## config.mk

```make
export PLATFORM = sky130hd
export DESIGN_NAME = contador_reader_flat
export DESIGN_NICKNAME = d
export VERILOG_FILES = /design/src/rtl/contador_if.sv /design/src/rtl/contador_reader.sv /design/src/flat_wrapper.sv
export SDC_FILE = /design/constraint.sdc
export NUM_CORES = 1
export LEC_CHECK = 0
export CAP_MARGIN = 20
export CORE_UTILIZATION = 40
export DETAILED_ROUTE_END_ITERATION = 7
export MAX_ROUTING_LAYER = met4
export SYNTH_ARGS = -nofsm -noshare
export SYNTH_HDL_FRONTEND = slang
export SYNTH_SLANG_ARGS = --single-unit
```

## constraint.sdc

```tcl
create_clock -name clk -period 4.51 [get_ports clk]
set_clock_uncertainty 0.2 [all_clocks]
set_input_delay 0.902 -clock clk [delete_from_list [all_inputs] [get_ports clk]]
set_output_delay 0.902 -clock clk [all_outputs]
set_load 0.005 [all_outputs]
```

## src/rtl/contador_if.sv

```systemverilog
// contador_if: request/response bus between the counter reader and the counter block
//   req            - read request, one cycle per counter read (master -> slave)
//   idx            - counter index accompanying req (master -> slave)
//   valid_contador - responder read-valid, level and sticky (slave -> master)
//   contador_in    - responder counter value (slave -> master)
interface contador_if;
   logic       req;
   logic [2:0] idx;
   logic       valid_contador;
   logic [4:0] contador_in;
   modport master (output req, idx, input valid_contador, contador_in);
   modport slave (input req, idx, output valid_contador, contador_in);
endinterface

```

## src/rtl/contador_reader.sv

```systemverilog
// contador_reader: sweeps four counters over a req/valid bus, with idle gating and per-read timeout
//   clk, reset        - clock, asynchronous active-high reset
//   start             - single-cycle sweep request, ignored while busy
//   idle_in           - system idle; a read is only requested while it is high
//   bus               - master side of contador_if (req/idx out, valid_contador/contador_in in)
//   count_0..count_3  - captured counter values
//   total             - sum of the four counts, updated at sweep end
//   busy, done        - sweep in progress, one-cycle end-of-sweep pulse
//   timeout_err       - a read timed out, remaining lanes left at 0
module contador_reader #(
   parameter int TIMEOUT = 8,
   parameter int NUM_CTR = 4
) (
   input  logic             clk,
   input  logic             reset,
   input  logic             start,
   input  logic             idle_in,
   contador_if.master       bus,
   output logic [4:0]       count_0,
   output logic [4:0]       count_1,
   output logic [4:0]       count_2,
   output logic [4:0]       count_3,
   output logic [6:0]       total,
   output logic             busy,
   output logic             done,
   output logic             timeout_err
);
   typedef enum logic [2:0] {S_IDLE, S_WAIT_IDLE, S_REQ, S_WAIT_VALID, S_DONE} state_t;
   state_t           state_q, state_d;
   logic [1:0]       lane_q, lane_d;
   logic [3:0]       timer_q, timer_d;
   logic [3:0][4:0]  cnt_q, cnt_d;
   logic [6:0]       total_q, total_d;
   logic             terr_q, terr_d;
   always_ff @(posedge clk or posedge reset) begin
      if (reset) begin
         state_q <= S_IDLE;
         lane_q  <= '0;
         timer_q <= '0;
         cnt_q   <= '0;
         total_q <= '0;
         terr_q  <= 1'b0;
      end else begin
         state_q <= state_d;
         lane_q  <= lane_d;
         timer_q <= timer_d;
         cnt_q   <= cnt_d;
         total_q <= total_d;
         terr_q  <= terr_d;
      end
   end
   // valid is only looked at in S_WAIT_VALID, so a sticky valid left over from the
   // previous read is harmless during the S_REQ cycle
   always_comb begin
      state_d = state_q;
      lane_d  = lane_q;
      timer_d = timer_q;
      cnt_d   = cnt_q;
      total_d = total_q;
      terr_d  = terr_q;
      case (state_q)
         S_IDLE:
            if (start) begin
               cnt_d   = '0;
               total_d = '0;
               terr_d  = 1'b0;
               lane_d  = '0;
               state_d = idle_in ? S_REQ : S_WAIT_IDLE;
            end
         S_WAIT_IDLE:
            state_d = idle_in ? S_REQ : S_WAIT_IDLE;
         S_REQ: begin
            timer_d = '0;
            state_d = S_WAIT_VALID;
         end
         S_WAIT_VALID:
            if (bus.valid_contador) begin
               cnt_d[lane_q] = bus.contador_in;
               lane_d  = lane_q == 2'(NUM_CTR - 1) ? lane_q : lane_q + 2'd1;
               state_d = lane_q == 2'(NUM_CTR - 1) ? S_DONE : (idle_in ? S_REQ : S_WAIT_IDLE);
            end else if (timer_q == 4'(TIMEOUT - 1)) begin
               terr_d  = 1'b1;
               state_d = S_DONE;
            end else begin
               timer_d = timer_q + 4'd1;
            end
         S_DONE: begin
            total_d = {2'b0, cnt_q[0]} + {2'b0, cnt_q[1]} + {2'b0, cnt_q[2]} + {2'b0, cnt_q[3]};
            state_d = S_IDLE;
         end
         default:
            state_d = S_IDLE;
      endcase
   end
   assign bus.req     = state_q == S_REQ;
   assign bus.idx     = state_q == S_IDLE ? 3'd0 : {1'b0, lane_q};
   assign busy        = state_q != S_IDLE;
   assign done        = state_q == S_DONE;
   assign timeout_err = terr_q;
   assign total       = total_q;
   assign count_0     = cnt_q[0];
   assign count_1     = cnt_q[1];
   assign count_2     = cnt_q[2];
   assign count_3     = cnt_q[3];
endmodule

```

## src/flat_wrapper.sv

```systemverilog
// flat-port wrapper written by rule: the top's interface ports become plain ports
module contador_reader_flat 
#(
   parameter int TIMEOUT = 8,
   parameter int NUM_CTR = 4
)
  (clk, reset, start, idle_in, count_0, count_1, count_2, count_3, total, busy, done, timeout_err, bus_req, bus_idx, bus_valid_contador, bus_contador_in);
  contador_if bus_i ();
  input  logic clk;
  input  logic reset;
  input  logic start;
  input  logic idle_in;
  output logic [4:0] count_0;
  output logic [4:0] count_1;
  output logic [4:0] count_2;
  output logic [4:0] count_3;
  output logic [6:0] total;
  output logic busy;
  output logic done;
  output logic timeout_err;
  output wire logic [$bits(bus_i.req)-1:0] bus_req;
  output wire logic [$bits(bus_i.idx)-1:0] bus_idx;
  input wire logic [$bits(bus_i.valid_contador)-1:0] bus_valid_contador;
  input wire logic [$bits(bus_i.contador_in)-1:0] bus_contador_in;
  assign bus_req = bus_i.req;
  assign bus_idx = bus_i.idx;
  assign bus_i.valid_contador = bus_valid_contador;
  assign bus_i.contador_in = bus_contador_in;
  contador_reader #(.TIMEOUT(TIMEOUT), .NUM_CTR(NUM_CTR)) u_core (.clk(clk), .reset(reset), .start(start), .idle_in(idle_in), .bus(bus_i), .count_0(count_0), .count_1(count_1), .count_2(count_2), .count_3(count_3), .total(total), .busy(busy), .done(done), .timeout_err(timeout_err));
endmodule
```

Word-level counts from Yosys, hierarchy flattened
Index checks and enable logic that the tools add are counted.
{"block": "totals", "ff_bits": 37, "input_bits": 10, "elab_cells": 67}
{"block": "classes", "n_addsub": 5, "n_lt_le_gt_ge": 2, "eq_ne": 13, "n_mux": 26, "n_reduce_logical": 12}
{"cell": "$mux 20", "count": 2}
{"cell": "$pmux 20 s2", "count": 1}
{"cell": "$bwmux 20", "count": 1}
{"cell": "$add 7x5->7", "count": 2}
{"cell": "$pmux 7 s2", "count": 1}
{"cell": "$mux 3", "count": 4}
{"cell": "$pmux 3 s4", "count": 1}
{"cell": "$demux 5 s2", "count": 1}
{"cell": "$mux 2", "count": 5}
{"cell": "$ne 2x2->1 const B", "count": 5}
{"cell": "$mux 4", "count": 2}
{"cell": "$pmux 4 s2", "count": 1}
{"cell": "$reduce_and 4->1", "count": 2}
{"cell": "$mux 7", "count": 1}
{"cell": "$add 5x5->6", "count": 1}
{"cell": "$eq 3x2->1 const B", "count": 2}
{"cell": "$reduce_and 3->1", "count": 2}
{"cell": "$reduce_bool 2->1", "count": 3}
{"cell": "$mux 5", "count": 1}
{"cell": "$add 4x1->4 const B", "count": 1}
{"cell": "$eq 4x3->1 const B", "count": 1}
{"cell": "$pmux 2 s2", "count": 1}
{"cell": "$reduce_and 2->1", "count": 2}
{"cell": "$eq 3x1->1 const B", "count": 1}
{"cell": "12 further kinds", "count": 14}

Depth between registers and ports, before layout
{"block": "depth", "word_depth": 7, "depth_mapped": 11, "ltp_nobuf": 11}

Least setup slack after synthesis
Ideal clock, no wire load.
{"block": "synth_timing", "path_type": "register -> register", "startpoint": "register u_core.cnt_q, in the netlist u_core.count_0[0]", "endpoint": "register u_core.total_q[4], in the netlist u_core.total[4]", "setup_time_ps": 122, "arrival_time_ps": 2863, "required_time_ps": 4188, "slack_ps": 1326, "path_stages_with_launch": 11, "path_buffers": 0, "cell_sequence": "dfrtp_1 -> ha_1 -> fa_1 -> a21o_1 -> a21oi_1 -> xor2_1 -> fa_1 -> inv_1 -> ha_1 -> or3_1 -> a32o_1"}
{"block": "synth_via", "elab_chain_len": 4}
{"item": "start, declared", "line_no": "contador_reader.sv:32", "text": "logic [3:0][4:0] cnt_q, cnt_d;"}
{"item": "start signal, assigned", "line_no": "contador_reader.sv:47", "text": "cnt_q <= cnt_d;"}
{"item": "$add 5x5->6", "line_no": "contador_reader.sv:88", "text": "total_d = {2'b0, cnt_q[0]} + {2'b0, cnt_q[1]} + {2'b0, cnt_q[2]} + {2'b0, cnt_q[3]};"}
{"item": "$add 7x5->7 (2 in a row)", "line_no": "contador_reader.sv:88"}
{"item": "$pmux 7 s2", "line_no": "contador_reader.sv:61", "text": "case (state_q)"}
{"item": "end signal, assigned", "line_no": "contador_reader.sv:48", "text": "total_q <= total_d;"}
{"item": "end, declared", "line_no": "contador_reader.sv:33", "text": "logic [6:0] total_q, total_d;"}
Every way passes these cells.
A chain may end at the register's enable or synchronous reset.

Worst setup path in the final report
Same ends and word-level chain as after synthesis.

==> key figures <==
Die
  • Number of cell rows: 26
  • DIE HEIGHT: 76.7 um
  • Number of ports placed on the die boundary: 44
  • Die width: 76.7 um
  • Area of the core: 0.00524 sq mm
  • Full die area: 0.00588 sq mm
  • Starting density of the core: 42.6%

Drt
  • Total via count after detailed routing: 1721
  • Routed len/inst: 15.3 um
  • Detailed router's first-iteration violation count: 100
  • Via-to-Cell Ratio: 5.22
  • Total wirelength of the detailed-routed design: 5.04 mm
  • DRC violation count after routing: 0
  • Length of the first detailed-routing pass in iterations: 4
  • Number of nets with antenna violations after routing: 0

Placement
  • Detailed-placement wirelength estimate: 3.74 mm
  • Number of instances in the placed design: 322
  • Worst-case setup slack after placement: 1.21 ns
  • Placed Instance Area: 0.00270 sq mm
  • Last weighted congestion value of the routability-driven placer: 0.767
  • Port buffer count: 42

Clock tree
  • Clock root cell: sky130_fd_sc_hd__clkbuf_8
  • H-tree level count: 2
  • Post-CTS setup-driven buffer insertion count: 0
  • Resized cells post-CTS: 0
  • Clock-pin slew on the worst setup and hold paths: 0.07 ns
  • Hold Buf Count CTS: 0
  • Maximum buffer depth of the clock tree: 2
  • Clock buffer count from CTS: 5
  • Clock Latency Late Sink: 0.29 ns
  • CTS tree: done
  • Clock sink count: 37

Global route
  • Pin count of the biggest net entering global routing: 29
  • Global route total overflow: 0
  • First-pass GRT wire length: 8.32 mm
  • Overall Global Routing Usage: 19.0%
  • Number of antenna violations at the first check in global routing: 0
  • Via count of the first global-routing pass: 1653

Setup path
  • Startpoint types: register
  • Largest stage delay on the critical path: 0.43 ns
  • Kind of end point of the critical path: register
  • WP data required: 4.49 ns
  • Critical Path Fanout Max: 4
  • Category of the critical setup timing path: reg2reg
  • Arrival time of data at the critical path endpoint: 3.30 ns
  • Crit path max-delay cell type: sky130_fd_sc_hd__fa_1
  • Total buffers and inverters traversed by the critical path: 1
  • Crit-path cells: ha_1 -> fa_1 -> a21o_1 -> a21oi_1 -> xor2_1 -> fa_1 -> inv_1 -> ha_1 -> or3_1 -> a32o_1
  • CP delay by family, top: adder cells

Final layout
  • Antenna diode count: 0
  • Layout Cells excl Fill: 330
  • Final Instance Area: 0.00278 sq mm
  • Area grow syn2layout: 24.7%
  • Share of cells above drive strength 1: 3.85%
  • NumNets Final: 291

Timing
  • Number of hold-slack violations in the final timing report: 0
  • Headroom to the max-slew limit: 62.5%
  • Max Slew Vio Count: 0
  • Setup TNS Final: 0 ns
  • Top achievable clock speed: 302 MHz
  • Min Clock Period, post-route: 3.32 ns
  • Least setup slack across all paths after layout: 1.19 ns
  • Slew of the pin with the lowest slew margin: 0.562 ns
  • Period utilization: 73.5%
  • Final setup viols: 0
  • Setup repair after global routing missed its margin: false

Min path
  • Worst min path class: reg2reg

Synthesis
  • Register area share after synthesis: 41.5%
  • Total standard cell area after synthesis: 0.00223 sq mm
  • Average cell area after synthesis: 10.3 sq um
  • Fraction of registers with async set or reset after synthesis: 100%
  • Net Count, Synth: 249
  • Number of synthesized flops with an enable pin: 0
  • Post-Synthesis Cells: 217
  • Yosys synthesis warning count: 0
  • Prevailing post-synth register cell: sky130_fd_sc_hd__dfrtp_1
  • Post-synthesis sequential element count: 37
  • Netlist cell types: 47

Power
  • Register share of total power: 32.7%
  • Combinational group share of total power: 54.8%
  • Leak Pwr: 1.31 nW
  • Switching share of power: 40.1%
  • Power per Cell Area: 657 mW/mm^2
  • Design internal power: 1.09 mW
  • VDD IR max: 0.000269 V
  • Total power draw: 1.83 mW
  • Power share of the clock group: 12.4%
  • Power spent charging and discharging nets: 0.733 mW

Run
  • Total of max-cap violations: 0

Status
  • Result of the run: complete, no violations
-- final timing paths --
| path | from | slack (ns) | to | cells past startpoint |
|---|---|---|---|---|
| min reg2reg | u_core.total[0]$_DFFE_PP0P_ | 0.29 | u_core.total[0]$_DFFE_PP0P_ | 1 |
| min | u_core.total[0]$_DFFE_PP0P_ | 0.29 | u_core.total[0]$_DFFE_PP0P_ | 1 |
| max in group asynchronous | reset | 2.72 | u_core.count_3[3]$_DFFE_PP0P_ | 3 |
| min in group asynchronous | reset | 0.69 | u_core.total[2]$_DFFE_PP0P_ | 2 |
| max | u_core.count_0[0]$_DFFE_PP0P_ | 1.19 | u_core.total[4]$_DFFE_PP0P_ | 10 |
| max reg2reg | u_core.count_0[0]$_DFFE_PP0P_ | 1.19 | u_core.total[4]$_DFFE_PP0P_ | 10 |
-- final cells by class --
cell class | instances | area (sq um)
Tap cell | 70 | 87.6
Sequential cell | 37 | 926
Fill cell | 491 | 2450
Multi-Input combinational cell | 143 | 1150
Inverter | 29 | 109
Timing Repair Buffer | 43 | 428
Clock buffer | 8 | 80.1
-- stage by stage --
| step | hold slack [ns] | util, % |
|---|---|---|
| global route | 0.314 | 53.1 |
| floorplan | 0.279 | - |
| global placement | 0.274 | 51.6 |
| CTS | 0.296 | 53.1 |
| detailed placement | 0.277 | 51.6 |
| finish | 0.294 | 53.1 |
-- metal layers --
metal / vias up / track usage [%] / share of wire [%]
met1: 826 / 25.3 / 52
met3: 5 / 4.52 / 3.6
met2: 33 / 27.9 / 43
li1: 857 / - / -
met5: - / - / 0
met4: 0 / 6.92 / 1.3
-- power groups by stage --
stage	Clock (mW)	Sequential (mW)	Combinational, mW
after floorplan	0	0.553	0.676
after detailed placement	0	0.603	1.01
after CTS	0.236	0.599	1.01
after global routing	0.252	0.621	1.14
after global placement	0	0.603	1.00
final	0.227	0.598	1.00
-- synthesized netlist by cell type (all sizes together), types with 4 or more instances --
cell / instances / area share (%)
dfrtp: 37 / 41
inv: 29 / 4.9
a22o: 22 / 8.6
ha: 15 / 8.4
nor2: 14 / 2.4
nand2: 11 / 1.8
a21o: 9 / 3.0
fa: 7 / 6.3
a21oi: 6 / 1.3
nand2b: 6 / 1.7
o211ai: 6 / 2.0
buf: 5 / 1.5
nand4: 4 / 1.1
o21ai: 4 / 0.90
-- sequential cells by signal, summed over array words and instances (netlist names), 2 cells and up --
| name | flops |
|---|---|
| u_core.total | 7 |
| u_core.count_0 | 5 |
| u_core.count_1 | 5 |
| u_core.count_2 | 5 |
| u_core.count_3 | 5 |
| u_core.timer_q | 4 |
| u_core.state_q | 3 |
| u_core.lane_q | 2 |
-- cell usage in the layout (no fill, tap or decap), types with 2 or more instances in the layout --
cell	netlist	routed
sky130_fd_sc_hd__a21o_1	9	9
sky130_fd_sc_hd__a21oi_1	6	6
sky130_fd_sc_hd__a22o_1	22	22
sky130_fd_sc_hd__a311oi_1	2	2
sky130_fd_sc_hd__a32o_1	2	2
sky130_fd_sc_hd__clkbuf_1	3	3
sky130_fd_sc_hd__clkbuf_8	0	5
sky130_fd_sc_hd__clkdlybuf4s50_1	0	42
sky130_fd_sc_hd__dfrtp_1	37	37
sky130_fd_sc_hd__fa_1	7	7
sky130_fd_sc_hd__ha_1	15	15
sky130_fd_sc_hd__inv_1	29	29
sky130_fd_sc_hd__nand2_1	11	11
sky130_fd_sc_hd__nand2b_1	6	6
sky130_fd_sc_hd__nand3b_1	2	2
sky130_fd_sc_hd__nand4_1	4	4
sky130_fd_sc_hd__nor2_1	14	14
sky130_fd_sc_hd__nor3_1	2	2
sky130_fd_sc_hd__o211ai_1	6	6
sky130_fd_sc_hd__o21ai_0	4	4
sky130_fd_sc_hd__o2bb2ai_1	2	2
sky130_fd_sc_hd__o311ai_0	2	2
sky130_fd_sc_hd__or2_2	2	2
sky130_fd_sc_hd__or3b_1	2	2
sky130_fd_sc_hd__xor2_1	2	2
-- logic make-up (layout without fill, tap and decap cells) --
logic type	Yosys count	after routing	synth area share, %
AO/OA/AOI/OAI	63	63	22.3
AND/OR/NAND/NOR	53	53	12.8
flip-flops	37	37	41.5
buffers and inverters	37	80	6.89
adder cells (fa/ha/maj)	22	22	14.7
XOR/XNOR	3	3	1.18
other	1	1	0.168
multiplexers	1	1	0.504
Note: power is estimated with default switching activity, not from simulation.
